--- src/rtl/udp_hdr_strip_pkg.sv ---
// udp_hdr_strip_pkg
// Shared definitions for the UDP header stripper and its MoldUDP64 neighbour:
//   - UDP header byte offsets and size
//   - receive state enum
//   - byte-enable helpers (popcount of an 8-bit keep, low-n keep mask)
package udp_hdr_strip_pkg;

  localparam int UDP_HDR_DST_OFF = 2;
  localparam int UDP_HDR_LEN_OFF = 4;
  localparam int UDP_HDR_BYTES   = 8;

  typedef enum logic [1:0] {
    HDR  = 2'd0,
    FWD  = 2'd1,
    TRIM = 2'd2,
    DROP = 2'd3
  } state_e;

  // Number of enabled bytes in a 64-bit beat.
  function automatic logic [3:0] popcount8(input logic [7:0] keep);
    logic [3:0] c;
    c = '0;
    for (int i = 0; i < 8; i++) c = c + {3'b000, keep[i]};
    return c;
  endfunction

  // Contiguous keep with the low n bytes enabled (n in 0..8).
  function automatic logic [7:0] keep_from_count(input logic [3:0] n);
    logic [7:0] m;
    for (int i = 0; i < 8; i++) m[i] = (4'(i) < n);
    return m;
  endfunction

endpackage

--- src/rtl/udp_hdr_strip.sv ---
// udp_hdr_strip
// Validates the one-beat UDP header of each packet arriving from the IP
// layer, drops packets whose header fails, strips the header and trims
// link-layer padding using the UDP length field. Short packets are closed
// early with tuser set.
// Ports:
//   clk, reset                 clock, asynchronous active-high reset
//   ip_axis_*                  input AXI-Stream (packet starts at UDP header)
//   udp_axis_*                 output AXI-Stream (UDP payload only)
//   hdr_drop_o                 one-cycle pulse per packet dropped at header
//   len_err_o                  one-cycle pulse per short packet
//   drop_cnt_o                 saturating count of dropped packets
module udp_hdr_strip
  import udp_hdr_strip_pkg::*;
#(
  parameter int          AXI_DATA_W     = 64,
  parameter int          AXI_KEEP_W     = AXI_DATA_W / 8,
  parameter logic [15:0] UDP_DST_PORT   = 16'd26400,
  parameter bit          PORT_FILTER_EN = 1'b1,
  parameter logic [15:0] MIN_UDP_LEN    = 16'd28,
  parameter int          CNT_W          = 16
) (
  input  logic                  clk,
  input  logic                  reset,
  input  logic                  ip_axis_tvalid_i,
  input  logic [AXI_KEEP_W-1:0] ip_axis_tkeep_i,
  input  logic [AXI_DATA_W-1:0] ip_axis_tdata_i,
  input  logic                  ip_axis_tlast_i,
  input  logic                  ip_axis_tuser_i,
  output logic                  ip_axis_tready_o,
  output logic                  udp_axis_tvalid_o,
  output logic [AXI_KEEP_W-1:0] udp_axis_tkeep_o,
  output logic [AXI_DATA_W-1:0] udp_axis_tdata_o,
  output logic                  udp_axis_tlast_o,
  output logic                  udp_axis_tuser_o,
  input  logic                  udp_axis_tready_i,
  output logic                  hdr_drop_o,
  output logic                  len_err_o,
  output logic [CNT_W-1:0]      drop_cnt_o
);

  function automatic logic [CNT_W-1:0] sat_inc(input logic [CNT_W-1:0] v);
    return (&v) ? v : v + 1'b1;
  endfunction

  state_e      state;
  logic [15:0] rem;
  logic [15:0] dst;
  logic [15:0] len;
  logic [3:0]  nbytes;
  logic        accept;
  logic        hdr_ok;
  logic        fwd_done;

  // Header fields are big-endian on the wire.
  assign dst = {ip_axis_tdata_i[UDP_HDR_DST_OFF*8 +: 8],
                ip_axis_tdata_i[(UDP_HDR_DST_OFF+1)*8 +: 8]};
  assign len = {ip_axis_tdata_i[UDP_HDR_LEN_OFF*8 +: 8],
                ip_axis_tdata_i[(UDP_HDR_LEN_OFF+1)*8 +: 8]};

  assign hdr_ok = (&ip_axis_tkeep_i) & ~ip_axis_tlast_i & ~ip_axis_tuser_i &
                  (len >= MIN_UDP_LEN) &
                  ((dst == UDP_DST_PORT) | ~PORT_FILTER_EN);

  // Single output register: a full register can be refilled in the same
  // cycle it is drained.
  assign ip_axis_tready_o = ~udp_axis_tvalid_o | udp_axis_tready_i;
  assign accept           = ip_axis_tvalid_i & ip_axis_tready_o;

  assign nbytes   = popcount8(ip_axis_tkeep_i);
  // rem never exceeds 8 when this is true, so rem[3:0] is a valid mask count.
  assign fwd_done = ({12'd0, nbytes} >= rem);

  // Stage p0: header check, payload trim and output register
  always_ff @(posedge clk or posedge reset) begin
    if (reset) begin
      state             <= HDR;
      rem               <= '0;
      udp_axis_tvalid_o <= 1'b0;
      udp_axis_tkeep_o  <= '0;
      udp_axis_tdata_o  <= '0;
      udp_axis_tlast_o  <= 1'b0;
      udp_axis_tuser_o  <= 1'b0;
      hdr_drop_o        <= 1'b0;
      len_err_o         <= 1'b0;
      drop_cnt_o        <= '0;
    end else begin
      hdr_drop_o <= 1'b0;
      len_err_o  <= 1'b0;
      if (udp_axis_tvalid_o && udp_axis_tready_i) udp_axis_tvalid_o <= 1'b0;

      if (accept) begin
        case (state)
          HDR: begin
            if (hdr_ok) begin
              rem   <= len - 16'(UDP_HDR_BYTES);
              state <= FWD;
            end else begin
              hdr_drop_o <= 1'b1;
              drop_cnt_o <= sat_inc(drop_cnt_o);
              state      <= ip_axis_tlast_i ? HDR : DROP;
            end
          end
          FWD: begin
            udp_axis_tvalid_o <= 1'b1;
            udp_axis_tdata_o  <= ip_axis_tdata_i;
            if (fwd_done) begin
              udp_axis_tkeep_o <= ip_axis_tkeep_i & keep_from_count(rem[3:0]);
              udp_axis_tlast_o <= 1'b1;
              udp_axis_tuser_o <= ip_axis_tuser_i;
              rem              <= '0;
              state            <= ip_axis_tlast_i ? HDR : TRIM;
            end else if (ip_axis_tlast_i) begin
              // Packet ended before the UDP length was satisfied.
              udp_axis_tkeep_o <= ip_axis_tkeep_i;
              udp_axis_tlast_o <= 1'b1;
              udp_axis_tuser_o <= 1'b1;
              len_err_o        <= 1'b1;
              state            <= HDR;
            end else begin
              udp_axis_tkeep_o <= ip_axis_tkeep_i;
              udp_axis_tlast_o <= 1'b0;
              udp_axis_tuser_o <= ip_axis_tuser_i;
              rem              <= rem - {12'd0, nbytes};
            end
          end
          TRIM, DROP: begin
            if (ip_axis_tlast_i) state <= HDR;
          end
          default: state <= HDR;
        endcase
      end
    end
  end

endmodule
--- config.mk ---
export PLATFORM = sky130hd
export DESIGN_NAME = udp_hdr_strip
export DESIGN_NICKNAME = d
export VERILOG_FILES = /design/src/rtl/udp_hdr_strip_pkg.sv /design/src/rtl/udp_hdr_strip.sv
export SDC_FILE = /design/constraint.sdc
export NUM_CORES = 1
export LEC_CHECK = 0
export ABC_CLOCK_PERIOD_IN_PS = 3300
export CAP_MARGIN = 15
export CORE_ASPECT_RATIO = 1.75
export CORE_UTILIZATION = 30
export CTS_CLUSTER_DIAMETER = 80
export DETAILED_ROUTE_END_ITERATION = 10
export PLACE_DENSITY_LB_ADDON = 0.08
export SKIP_CTS_REPAIR_TIMING = 1
export SLEW_MARGIN = 10
export SYNTH_ARGS = -nofsm -noshare
export SYNTH_HDL_FRONTEND = slang
export SYNTH_SLANG_ARGS = --single-unit
--- constraint.sdc ---
create_clock -name clk -period 3.3 [get_ports clk]
set_input_delay 0.33 -clock clk [delete_from_list [all_inputs] [get_ports clk]]
set_output_delay 0.33 -clock clk [all_outputs]
set_load 0.03 [all_outputs]
==> reports/metrics.yaml, run 1 <==
power_and_ir_drop:
  vdd_drop_max_v: 0.0006160
  leakage_uw: 0.003737
  pwr_density_cell_nw_per_um2: 910.4
  power_uw: 7575
setup_path:
  cp.required_ns: 3.52
  setup.worst_path.start_class: "input pin"
  worstPathMaxFanout: 4
  path_class: "in -> reg"
  critPathArrivalTime_ns: 4.21
  cp-end-kind: "flop"
grt:
  grt_max_degree: 57
  grtUsageTotal_pct: 18.71
  grt_overflow_total: 0
  grt_pass1_wl_um: 27790
  first_global_vias: 5170
  antenna_found_initial: 0
sta:
  setup_tns_ns: -16.18
  finalSetupViolCount: 29
  fmax_ghz: 0.2506
  setup_ws_ns: -0.6912
  slew_headroom_pct: 37.92
  layout_min_cycle_time_ns: 3.991
  fin_crit_sh_pct: 120.9
  fin_skew_ns: 0.008821
  max_slew.worst_pin.slew_ns: 0.9277
  maxSlewViolCount: 0
  hold_viol_final: 0
  hold_ws_ns: 0.3412
  rsz0062_at_grt: "yes"
cts:
  cts_buffer_depth: 2
  cts-root-buf: "clkbuf_16"
  cts_tree: "done"
  ctsHtreeMaxLevel: 3
  clock-sinks: 111
  clock_latency_ns: 0.35
  clkTransAtPathRegs_ns: 0.08
  cts_inserted_buffers: 9
drt:
  avgViaCountPerCell: 4.848
  vias: 5090
  wire_per_inst_um: 16.87
  drc: 0
  ant_nets: 0
  first_pass_iters: 4
  drtIter0Drc: 237
  totalWireLength_um: 17720
floorplanning:
  io_pins: 172
  start_util_pct: 30.57
  row_count: 65
  die_x_um: 104.5
  core_area_um2: 18050
  die-area_um2: 18960
  die_h_um: 181.4
place:
  gp_congestion: 0.8976
  placed_cell_area_um2: 7838
  hpwl_um: 13610
  numPortBuffers: 171
min_path:
  hold_class: "in -> reg"
run_status:
  violations: "negative setup slack"
  run_status: "finished, violations left"
synthesis:
  synth_top_area_share_pct: 50.33
  synth_ff_type: "dfrtp_1"
  ys_ff_latch: 111
  synth_fp_nets: 707
  synth_area_leaders: "dfrtp_1 50%, nand2_1 15%, xnor2_1 2.9%"
  synthTopCellsByCount: "219 x nand2_1, 111 x dfrtp_1, 22 x nor2_1, 22 x o21ai_0, 21 x clkbuf_1"
  synth_edf_count: 0
  synth.distinct_cells: 60
  synth_cells: 613
  yosysSeqAreaShare_pct: 50.33
  netlist.top_cell.by_area: "dfrtp_1"
  syn_area_per_cell_um2: 9.003
  async_flop_share_pct: 100.0
  syn-cell-area_um2: 5519
  synth.most_common_cell: "nand2_1"
  ys_warn_count: 0
finish:
  n_antenna_cell: 0
  final_area_um2: 8320
  area_growth_pct: 50.76
  fill_cells: 1777
  drive_above_1_share_pct: 13.85
  nNetsFinal: 906
job:
  drv_cap: 0
==> metrics by stage <==
step	util (%)	setup WS, ns	cells
3_3_place_gp	43.41	-1.628	1033
6_report	46.08	-0.6912	1050
3_5_place_dp	43.41	-1.699	1033
4_1_cts	44.96	-1.331	1048
2_1_floorplan	-	-0.7670	613
5_1_grt	46.08	-0.8353	1050
==> final timing paths <==
path	startpoint	to	slack, ns	cells past startpoint
worst max-delay path	ip_axis_tkeep_i[1]	rem[14]	-0.69	17
worst min-delay path	ip_axis_tkeep_i[1]	udp_axis_tkeep_o[1]	0.34	4
worst max register to register	rem[8]	rem[14]	0.57	8
worst min register to register	udp_axis_tdata_o[42]	udp_axis_tdata_o[42]	0.48	2
max in group asynchronous	reset	udp_axis_tdata_o[16]	2.10	3
min in group asynchronous	reset	udp_axis_tdata_o[7]	0.39	2
==> layout by cell type, fill, tap and decap left out, types with 7 or more instances in the layout <==
cell type and n:
nand4_1 9, buf_4 38, nor2_1 19, inv_1 13, dfrtp_1 111, o21ai_0 16
o21ai_1 8, a21oi_1 18, ha_1 7, xnor2_1 17, nand3_1 9, nor3_1 10
clkdlybuf4s50_1 167, and3_1 7, clkbuf_16 9, nand2_1 218
==> cells by family after synthesis <==
family / count (synthesis) / share of synthesized area (%)
compound gates: 94 / 11.61
simple gates: 323 / 26.57
buf+inv: 44 / 3.174
mux: 1 / 0.2040
flops: 111 / 50.33
xor+xnor: 24 / 3.809
fa+ha+maj: 16 / 4.307
==> power breakdown <==
| group | switching, uW | internal (uW) | leakage, uW |
|---|---|---|---|
| sequential | 433 | 1920 | 0.00140 |
| combinational | 2360 | 1800 | 0.00220 |
| clock | 528 | 523 | 0.000139 |
==> area by class of cell <==
cell class                 instances  area (um^2)  share of cell area (%)
clock buffer                       9        225.2                   2.707
clock inverter                     6        53.80                  0.6466
inverter                          19        83.83                   1.008
multi-input combinational        458         2809                   33.76
sequential                       111         2778                   33.38
tap                              234        292.8                   3.519
timing repair buffer             213         2078                   24.98
==> critical path, stage by stage <==
cell and delay, ns:
buf_8 0.08, inv_4 0.03, fa_1 0.54, fa_1 0.44
fa_1 0.53, inv_2 0.05, ha_4 0.15, fa_2 0.36
xnor2_2 0.19, ha_4 0.24, nor2b_4 0.13, buf_4 0.13
o21a_1 0.21, nor4_2 0.33, a31oi_1 0.13, o22ai_1 0.21
a21oi_1 0.10
==> per-layer routing <==
| metal | GRT usage (%) | up-vias | share of wire [%] |
|---|---|---|---|
| met5 | 0 | - | 0 |
| li1 | - | 2470 | - |
| met3 | 2.656 | 29 | 3.3 |
| met4 | 7.486 | 0 | 3.0 |
| met2 | 35.26 | 142 | 54 |
| met1 | 20.77 | 2449 | 40 |
==> flip-flops by register name, indices dropped and copies added (netlist names) <==
register / count
drop_cnt_o: 16
hdr_drop_o: 1
udp_axis_tdata_o: 64
udp_axis_tkeep_o: 8
udp_axis_tuser_o: 1
udp_axis_tvalid_o: 1
udp_axis_tlast_o: 1
rem: 16
state: 2
len_err_o: 1
Power figures use the tool's default switching activity.
==> run 2: changes to the inputs <==
--- a/config.mk
+++ b/config.mk
@@ -8,12 +8,12 @@
 export ABC_CLOCK_PERIOD_IN_PS = 3300
 export CAP_MARGIN = 15
 export CORE_ASPECT_RATIO = 1.75
+export CORE_MARGIN = 8
 export CORE_UTILIZATION = 30
 export CTS_CLUSTER_DIAMETER = 80
 export DETAILED_ROUTE_END_ITERATION = 10
 export PLACE_DENSITY_LB_ADDON = 0.08
 export SKIP_CTS_REPAIR_TIMING = 1
-export SLEW_MARGIN = 10
 export SYNTH_ARGS = -nofsm -noshare
 export SYNTH_HDL_FRONTEND = slang
 export SYNTH_SLANG_ARGS = --single-unit
==> reports/metrics.yaml, run 2 (synthesized netlist as in run 1, its figures left out) <==
finish:
  final_common_cell: "nand2_1"  # unchanged
  top_regs: "udp_axis_tdata_o: 64 flops, drop_cnt_o: 16 flops, rem: 16 flops"  # unchanged
  layout_common_cells: "217 x nand2_1, 168 x clkdlybuf4s50_1, 111 x dfrtp_1, 42 x buf_4, 18 x nor2_1"  # was 218 x nand2_1, 167 x clkdlybuf4s50_1, 111 x dfrtp_1, 38 x buf_4, 19 x nor2_1
  largest_reg_flops: 64  # unchanged
  nNetsFinal: 915  # was 906
  n_antenna_cell: 0  # unchanged
  area_growth_pct: 53.64  # was 50.76%
  drive_above_1_share_pct: 15.88  # was 13.85%
  top_register: "udp_axis_tdata_o"  # unchanged
drt:
  vias: 5114  # was 5,090
  wire_per_inst_um: 18.16  # was 16.87 um
  avgViaCountPerCell: 4.829  # was 4.848
  drtIter0Drc: 228  # was 237
  first_pass_iters: 4  # unchanged
  totalWireLength_um: 19230  # was 17,720 um
  drc: 0  # unchanged
  ant_nets: 0  # unchanged
setup_path:
  reg2reg_setup_slack_ns: 0.59  # was 0.57 ns
  worstPathMaxFanout: 6  # was 4
  reg2reg_depth: 7  # was 8
  r2r-start: "rem[8]"  # unchanged
  cp.required_ns: 3.54  # was 3.52 ns
  cp-end-kind: "flop"  # unchanged
  setup.worst_path.start_class: "input pin"  # unchanged
  critPathArrivalTime_ns: 4.28  # was 4.21 ns
  worstSetupStartpoint: "ip_axis_tkeep_i[1]"  # unchanged
  reg2reg_to: "rem[12]"  # was rem[14]
  path_class: "in -> reg"  # unchanged
  endpoint: "rem[12]"  # was rem[14]
grt:
  grt-busiest-layer: "met2"  # unchanged
  grt_pass1_wl_um: 30500  # was 27,790 um
  grtUsageTotal_pct: 16.58  # was 18.71%
  grt_util_met1_pct: 17.57  # was 20.77%
  grt_max_degree: 65  # was 57
  antenna_found_initial: 0  # unchanged
  met3_usage_pct: 3.293  # was 2.656%
  gr-usage-met2_pct: 31.58  # was 35.26%
  first_global_vias: 5461  # was 5,170
  grt_overflow_total: 0  # unchanged
floorplanning:
  start_util_pct: 30.57  # unchanged
  core_area_um2: 18050  # unchanged
  io_pins: 172  # unchanged
  die-area_um2: 23160  # was 18,960 um^2
  die_h_um: 195.4  # was 181.4 um
  row_count: 65  # unchanged
  die_x_um: 118.5  # was 104.5 um
power_and_ir_drop:
  pwr_density_cell_nw_per_um2: 908.9  # was 910.4 nW/um^2
  vdd_drop_max_v: 0.0006026  # was 0.0006160 V
  leakage_uw: 0.003809  # was 0.003737 uW
sta:
  fin_skew_ns: 0.01152  # was 0.008821 ns
  max_slew.worst_pin.slew_ns: 0.9920  # was 0.9277 ns
  finalSetupViolCount: 29  # unchanged
  rsz0062_at_grt: "yes"  # unchanged
  fin_crit_sh_pct: 122.5  # was 120.9%
  setup_tns_ns: -17.63  # was -16.18 ns
  hold_viol_final: 0  # unchanged
  fmax_ghz: 0.2475  # was 0.2506 GHz
  maxSlewViolCount: 0  # unchanged
  setup_ws_ns: -0.7412  # was -0.6912 ns
  slew_headroom_pct: 33.62  # was 37.92%
  layout_min_cycle_time_ns: 4.041  # was 3.991 ns
run_status:
  violations: "negative setup slack"  # unchanged
  run_status: "finished, violations left"  # unchanged
place:
  gp_congestion: 0.8579  # was 0.8976
  hpwl_um: 15190  # was 13,610 um
  post-place-ws_ns: -1.691  # was -1.699 ns
  numPortBuffers: 171  # unchanged
cts:
  cts_buffer_depth: 2  # unchanged
  clock_latency_ns: 0.35  # about the same
  clock-sinks: 111  # unchanged
  cts_inserted_buffers: 9  # unchanged
  ctsHtreeMaxLevel: 3  # unchanged
  cts_tree: "done"  # unchanged
  clkTransAtPathRegs_ns: 0.08  # about the same
  cts-root-buf: "clkbuf_16"  # unchanged
job:
  drv_cap: 0  # unchanged
min_path:
  hold_class: "in -> reg"  # unchanged
-- run 2: cell types whose count changed in the layout (fill, tap and decap cells not counted), sizes merged --
| cell | before | now |
|---|---|---|
| clkinvlp | 0 | 2 |
| dlymetal6s2s | 1 | 0 |
| clkdlybuf4s50 | 167 | 168 |
| clkbuf | 9 | 10 |
| inv | 21 | 22 |
| buf | 45 | 53 |
| clkinv | 4 | 1 |
-- run 2: through the flow --
stage	cell area, um^2	util, %	power [uW]	std cells	hold WS, ns
6_report	8479	46.96	7707	1059	0.3735
5_1_grt	8479	46.96	8192	1059	0.3648
4_1_cts	8150	45.14	7507	1054	0.4253
3_5_place_dp	7870	43.59	6425	1039	0.4574
3_3_place_gp	7870	43.59	6370	1039	0.4579
2_1_floorplan	5599	-	4536	613	0.4354
-- run 2: worst min path at each step --
stage / from / endpoint / slack, ns / cells past startpoint
after global placement: udp_axis_tdata_o[59] / udp_axis_tdata_o[59] / 0.46 / 2
after detailed placement: udp_axis_tkeep_o[3] / udp_axis_tkeep_o[3] / 0.46 / 2
after CTS: reset / udp_axis_tdata_o[10] / 0.43 / 2
final: ip_axis_tkeep_i[3] / udp_axis_tkeep_o[3] / 0.37 / 4
after floorplan: ip_axis_tdata_i[0] / udp_axis_tdata_o[0] / 0.44 / 2
after global routing: ip_axis_tkeep_i[3] / udp_axis_tkeep_o[3] / 0.36 / 4
-- run 2: metal layers --
| metal | routed length (um) | vias up | share of wire (%) |
|---|---|---|---|
| li1 | - | 2494 | - |
| met2 | 10720 | 141 | 56 |
| met5 | 0 | - | 0 |
| met3 | 811 | 24 | 4.2 |
| met4 | 515 | 0 | 2.7 |
| met1 | 7178 | 2455 | 37 |
-- run 2: worst max-delay path: stages --
cell,delay (ns)
buf_8,0.08
inv_4,0.03
fa_1,0.54
fa_1,0.44
fa_1,0.54
inv_2,0.05
ha_4,0.15
fa_2,0.39
xnor2_2,0.21
ha_4,0.23
nor2b_4,0.13
o311ai_4,0.38
a21o_4,0.23
buf_12,0.12
or2_4,0.12
o22ai_2,0.06
a22o_1,0.23
-- run 2: area by class of cell --
| type | count | area [um^2] |
|---|---|---|
| multi-input cells | 458 | 2884 |
| repair buffers | 222 | 2161 |
| fillers | 1795 | 9575 |
| well taps | 234 | 292.8 |
| flip-flops and latches | 111 | 2778 |
| clock inverters | 6 | 55.05 |
| inverters | 19 | 83.83 |
| clock buffers | 9 | 225.2 |
-- run 2: power breakdown --
part	switching (uW)	internal (uW)
clock	538	524
combinational	2440	1840
sequential	444	1920
total	3420	4290
